$ cat src/rtl/spi_lcd_pkg.sv
// spi_lcd_pkg: shared FSM state encoding and parameter defaults for the SPI LCD master.
package spi_lcd_pkg;
   localparam int DATA_W_DEF  = 8;
   localparam int CLK_DIV_DEF = 2;
   localparam int MAX_RD_DEF  = 4;
   localparam int RST_CYC_DEF = 16;
   typedef enum logic [2:0] {RST_HOLD, IDLE, TX, RX, END} state_t;
endpackage

$ cat src/rtl/spi_lcd_clkgen.sv
// spi_lcd_clkgen: mode-0 SCK divider; SCK idles low while disabled and the
// strobes flag the clk edge on which SCK is about to rise or fall.
module spi_lcd_clkgen
   import spi_lcd_pkg::*;
#(
   parameter int CLK_DIV = CLK_DIV_DEF
) (
   input  logic clk,
   input  logic rst,
   input  logic i_en,
   output logic o_sck,
   output logic o_rise,
   output logic o_fall
);
   localparam int CW = (CLK_DIV > 1) ? $clog2(CLK_DIV) : 1;
   logic [CW-1:0] r_cnt;
   logic          r_sck;
   logic          w_wrap;
   assign w_wrap = i_en && (r_cnt == CW'(CLK_DIV - 1));
   assign o_sck  = r_sck;
   assign o_rise = w_wrap && !r_sck;
   assign o_fall = w_wrap && r_sck;
   always_ff @(posedge clk or negedge rst) begin
      if (!rst) begin
         r_cnt <= '0;
         r_sck <= 1'b0;
      end else begin
         r_cnt <= (w_wrap || !i_en) ? '0 : r_cnt + 1'b1;
         r_sck <= i_en && (r_sck ^ w_wrap);
      end
   end
endmodule

$ cat src/rtl/spi_lcd_master.sv
// spi_lcd_master: write-then-read SPI master for LCD panels with D/C line,
// panel reset sequencing and an optional read phase of up to MAX_RD bytes.
module spi_lcd_master
   import spi_lcd_pkg::*;
#(
   parameter int DATA_W  = DATA_W_DEF,
   parameter int CLK_DIV = CLK_DIV_DEF,
   parameter int MAX_RD  = MAX_RD_DEF,
   parameter int RST_CYC = RST_CYC_DEF
) (
   input  logic              clk,
   input  logic              rst,
   input  logic              start,
   input  logic              dc_in,
   input  logic [DATA_W-1:0] din,
   input  logic [3:0]        rd_len,
   output logic              ready,
   output logic              busy,
   output logic              done,
   output logic              rd_valid,
   output logic [7:0]        rd_data,
   output logic              lcd_cs_n,
   output logic              lcd_dc,
   output logic              lcd_sck,
   output logic              lcd_mosi,
   input  logic              lcd_miso,
   output logic              lcd_rst_n
);
   localparam int HW = $clog2(RST_CYC + 1);
   state_t            r_state, w_next;
   logic [HW-1:0]     r_hold;
   logic [DATA_W-1:0] r_shift;
   logic              r_dc;
   logic [3:0]        r_left;
   logic [4:0]        r_bit;
   logic [7:0]        r_rx, r_rd_data;
   logic              r_rd_valid;
   logic              w_en, w_sck, w_rise, w_fall;
   logic [3:0]        w_len;
   assign w_len    = (rd_len > 4'(MAX_RD)) ? 4'(MAX_RD) : rd_len;
   assign lcd_dc   = r_dc;
   assign lcd_sck  = w_sck;
   assign rd_data  = r_rd_data;
   assign rd_valid = r_rd_valid;
   spi_lcd_clkgen #(.CLK_DIV(CLK_DIV)) u_clkgen (
      .clk   (clk),
      .rst   (rst),
      .i_en  (w_en),
      .o_sck (w_sck),
      .o_rise(w_rise),
      .o_fall(w_fall)
   );
   always_ff @(posedge clk or negedge rst) begin
      if (!rst) r_state <= RST_HOLD;
      else      r_state <= w_next;
   end
   always_comb begin
      w_next    = r_state;
      ready     = r_state == IDLE;
      busy      = r_state inside {TX, RX, END};
      done      = r_state == END;
      w_en      = r_state inside {TX, RX};
      lcd_cs_n  = !w_en;
      lcd_mosi  = (r_state == TX) && r_shift[DATA_W-1];
      lcd_rst_n = r_state != RST_HOLD;
      case (r_state)
         RST_HOLD: if (r_hold == HW'(RST_CYC - 1)) w_next = IDLE;
         IDLE:     if (start) w_next = TX;
         TX:       if (w_fall && r_bit == 5'(DATA_W - 1)) w_next = (r_left != 4'd0) ? RX : END;
         RX:       if (w_fall && r_bit == 5'd7 && r_left == 4'd1) w_next = END;
         END:      w_next = IDLE;
         default:  w_next = RST_HOLD;
      endcase
   end
   // Bit counter restarts at the TX->RX boundary so RX bytes align on r_bit==7.
   always_ff @(posedge clk or negedge rst) begin
      if (!rst) begin
         r_hold     <= '0;
         r_shift    <= '0;
         r_dc       <= 1'b0;
         r_left     <= '0;
         r_bit      <= '0;
         r_rx       <= '0;
         r_rd_data  <= '0;
         r_rd_valid <= 1'b0;
      end else begin
         r_rd_valid <= 1'b0;
         if (r_state == RST_HOLD) r_hold <= r_hold + 1'b1;
         if (r_state == IDLE && start) begin
            r_shift <= din;
            r_dc    <= dc_in;
            r_left  <= w_len;
            r_bit   <= '0;
         end
         if (r_state == TX && w_fall) begin
            r_shift <= r_shift << 1;
            r_bit   <= (r_bit == 5'(DATA_W - 1)) ? 5'd0 : r_bit + 5'd1;
         end
         if (r_state == RX && w_rise) begin
            r_rx <= {r_rx[6:0], lcd_miso};
            if (r_bit == 5'd7) begin
               r_rd_data  <= {r_rx[6:0], lcd_miso};
               r_rd_valid <= 1'b1;
            end
         end
         if (r_state == RX && w_fall) begin
            r_bit <= (r_bit == 5'd7) ? 5'd0 : r_bit + 5'd1;
            if (r_bit == 5'd7) r_left <= r_left - 4'd1;
         end
      end
   end
endmodule

$ cat config.mk
export PLATFORM = sky130hd
export DESIGN_NAME = spi_lcd_master
export DESIGN_NICKNAME = d
export VERILOG_FILES = /design/src/rtl/spi_lcd_pkg.sv /design/src/rtl/spi_lcd_clkgen.sv /design/src/rtl/spi_lcd_master.sv
export SDC_FILE = /design/constraint.sdc
export NUM_CORES = 1
export LEC_CHECK = 0
export ABC_AREA = 1
export CORE_UTILIZATION = 50
export DETAILED_ROUTE_END_ITERATION = 12
export PLACE_DENSITY = 0.77
export SYNTH_ARGS = -nofsm -noshare
export SYNTH_HDL_FRONTEND = slang
export SYNTH_SLANG_ARGS = --single-unit
$ cat constraint.sdc
create_clock -name clk -period 3.2 [get_ports clk]
set_clock_uncertainty 0.05 [all_clocks]
set_input_delay 0.48 -clock clk [delete_from_list [all_inputs] [get_ports clk]]
set_output_delay 0.48 -clock clk [all_outputs]
set_load 0.02 [all_outputs]
==> reports/metrics.yaml <==
status: "complete, no violations"
start_util_pct: 53.0
drive_above_1_share_pct: 6.62
synth_edf_count: 0
min_period_over_period_pct: 76.5
cts-root-buf: "clkbuf_8"
grt_overflow: 0
ant_nets: 0
critPathKind: "register to primary output"
critPathSlowestCell: "clkdlybuf4s50_1"
path_delay_family: "buffers and inverters"
clk_pin_slew_ns: 0.08
clk_path_buf_depth: 2
wl_per_cell_um: 10.9
die_h_um: 67.8
worst_slack_ns: 0.753
startpoint_type: "register"
io_pins: 34
synth_area_per_cell_um2: 8.17
path_cells: "nor2_1 -> inv_1 -> o21ai_0 -> clkdlybuf4s50_1"
dr_total_vias: 1754
post_cts_resized: 0
critPathMaxStageDelay_ns: 0.65
cts_hold_buffers: 0
post-route-drc-count: 0
rows: 23
ys_warn_count: 0
irDropWorstVdd_mv: 0.359
tns_ns: 0
cp.arrival_ns: 1.92
hold_path_class: "primary input to async pin"
drv_cap: 0
crit_required_ns: 2.67
grt_max_degree: 45
synthFlopType: "dfrtp_1"
antenna_found_initial: 0
dp_slack_ns: 1.09
diodes: 0
grt_first_pass_wirelength_um: 6870
ctsHtreeMaxLevel: 2
finalSetupViolations: 0
drt-vias-per-instance: 4.98
postCtsSetupBuffers: 0
hold_violations: 0
layout_commonest_cell: "nand2_1"
area_delta_synth_final_pct: 20.6
leakage_uw: 0.00132
gp_congestion: 0.903
syn_area_um2: 2160
cts_tree: "built"
worstMarginPinSlew_ns: 0.938
synth_nets: 289
die_area_um2: 4600
hpwl_um: 2760
slew_viol_final: 0
async_flop_share_pct: 100
fmax_ghz: 0.409
core_area_um2: 4090
cp-end-kind: "primary output"
cts_made_buffers: 5
first_global_vias: 1587
routed_wirelength_um: 3850
port_buffers: 33
path_max_fanout: 7
firstDrtPassIters: 4
power.density_nw_per_um2: 741
seq_area_frac_synth_pct: 50.9
slew_headroom_pct: 37.5
drt_iter0_markers: 76
yosysUniqueCellTypes: 28
syn_inst: 265
fin_crit_ns: 2.45
synth_seq_cells: 44
layout_common_cells: "nand2_1, dfrtp_1, clkdlybuf4s50_1, nor2_1, inv_1"
die_w_um: 67.8
grt_usage_pct: 20.1
cts_sinks: 44
final_nets: 325
path_buf_inv: 2
clk_latency_ns: 0.30
rsz0062_at_grt: "no"
[power by group]
| group | switching [µW] | total (µW) | internal [µW] |
|---|---|---|---|
| registers | 125 | 842 | 716 |
| clock network | 189 | 341 | 152 |
| logic | 449 | 752 | 302 |
[through the flow]
step / cells / hold WS [ns] / util, % / power [µW] / area [µm²]
after floorplan: 265 / 0.134 / - / 1370 / 2160
after global placement: 344 / 0.368 / 61.8 / 1580 / 2520
after detailed placement: 344 / 0.368 / 61.8 / 1600 / 2520
after CTS: 352 / 0.314 / 63.9 / 1950 / 2610
after global routing: 352 / 0.365 / 63.9 / 2120 / 2610
final: 352 / 0.269 / 63.9 / 1930 / 2610
[path summary, 6_finish.rpt]
kind | startpoint | end | slack, ns | cells after the start
max in group asynchronous | rst | r_bit[0] | 2.24 | 1
worst max register to register | r_state[1] | r_bit[0] | 1.16 | 9
min in group clk | u_clkgen.r_cnt | u_clkgen.r_cnt | 0.38 | 1
worst min-delay path | rst | rd_valid | 0.27 | 1
worst min register to register | u_clkgen.r_cnt | u_clkgen.r_cnt | 0.38 | 1
worst max-delay path | r_state[0] | busy | 0.75 | 4
[cell type report]
cell class / count / area [µm²]
Clock buffer: 5 / 68.8
Clock inverter: 3 / 18.8
Fill cell: 367 / 1480
Inverter: 31 / 116
Multi-Input combinational cell: 186 / 918
Sequential cell: 44 / 1100
Tap cell: 50 / 62.6
Timing Repair Buffer: 33 / 325
[Yosys cell counts (all sizes together) (2+ instances only)]
master | instances | area (µm²)
o21ai | 19 | 95.1
nand3 | 21 | 110
xnor2 | 2 | 17.5
xor2 | 3 | 26.3
nand2 | 81 | 317
nor2 | 34 | 145
dfrtp | 44 | 1100
inv | 31 | 116
ha | 7 | 87.6
a21oi | 10 | 50.1
buf | 4 | 28.8
nand4 | 2 | 18.8
[layer usage]
metal	wire length [µm]	vias to the layer above	GRT usage, %
met5	0	-	0
met4	50	0	10.2
met3	160	6	3.55
met2	1760	46	31.9
met1	1870	795	26.3
li1	-	907	-
[cells by family (layout without fill, tap and decap cells)]
| logic type | after synthesis | in the layout | share of synthesized area (%) |
|---|---|---|---|
| adders and majority gates | 7 | 7 | 4.05 |
| xor gates and xnor gates | 5 | 5 | 2.02 |
| AOI/OAI and AO/OA | 32 | 32 | 7.69 |
| muxes | 1 | 1 | 0.520 |
| and+or+nand+nor | 141 | 141 | 28.2 |
| DFF | 44 | 44 | 50.9 |
| buffers and inverters | 35 | 72 | 6.71 |
[flip-flops by register name, summed over array words and instances (netlist names)]
name,cells
u_clkgen.r_cnt,1
rd_valid,1
r_shift,8
r_left,4
r_state,3
rd_data,8
r_bit,5
r_hold,5
lcd_dc,1
r_rx,7
u_clkgen.o_sck,1
Note: power is estimated with default switching activity, not from simulation.
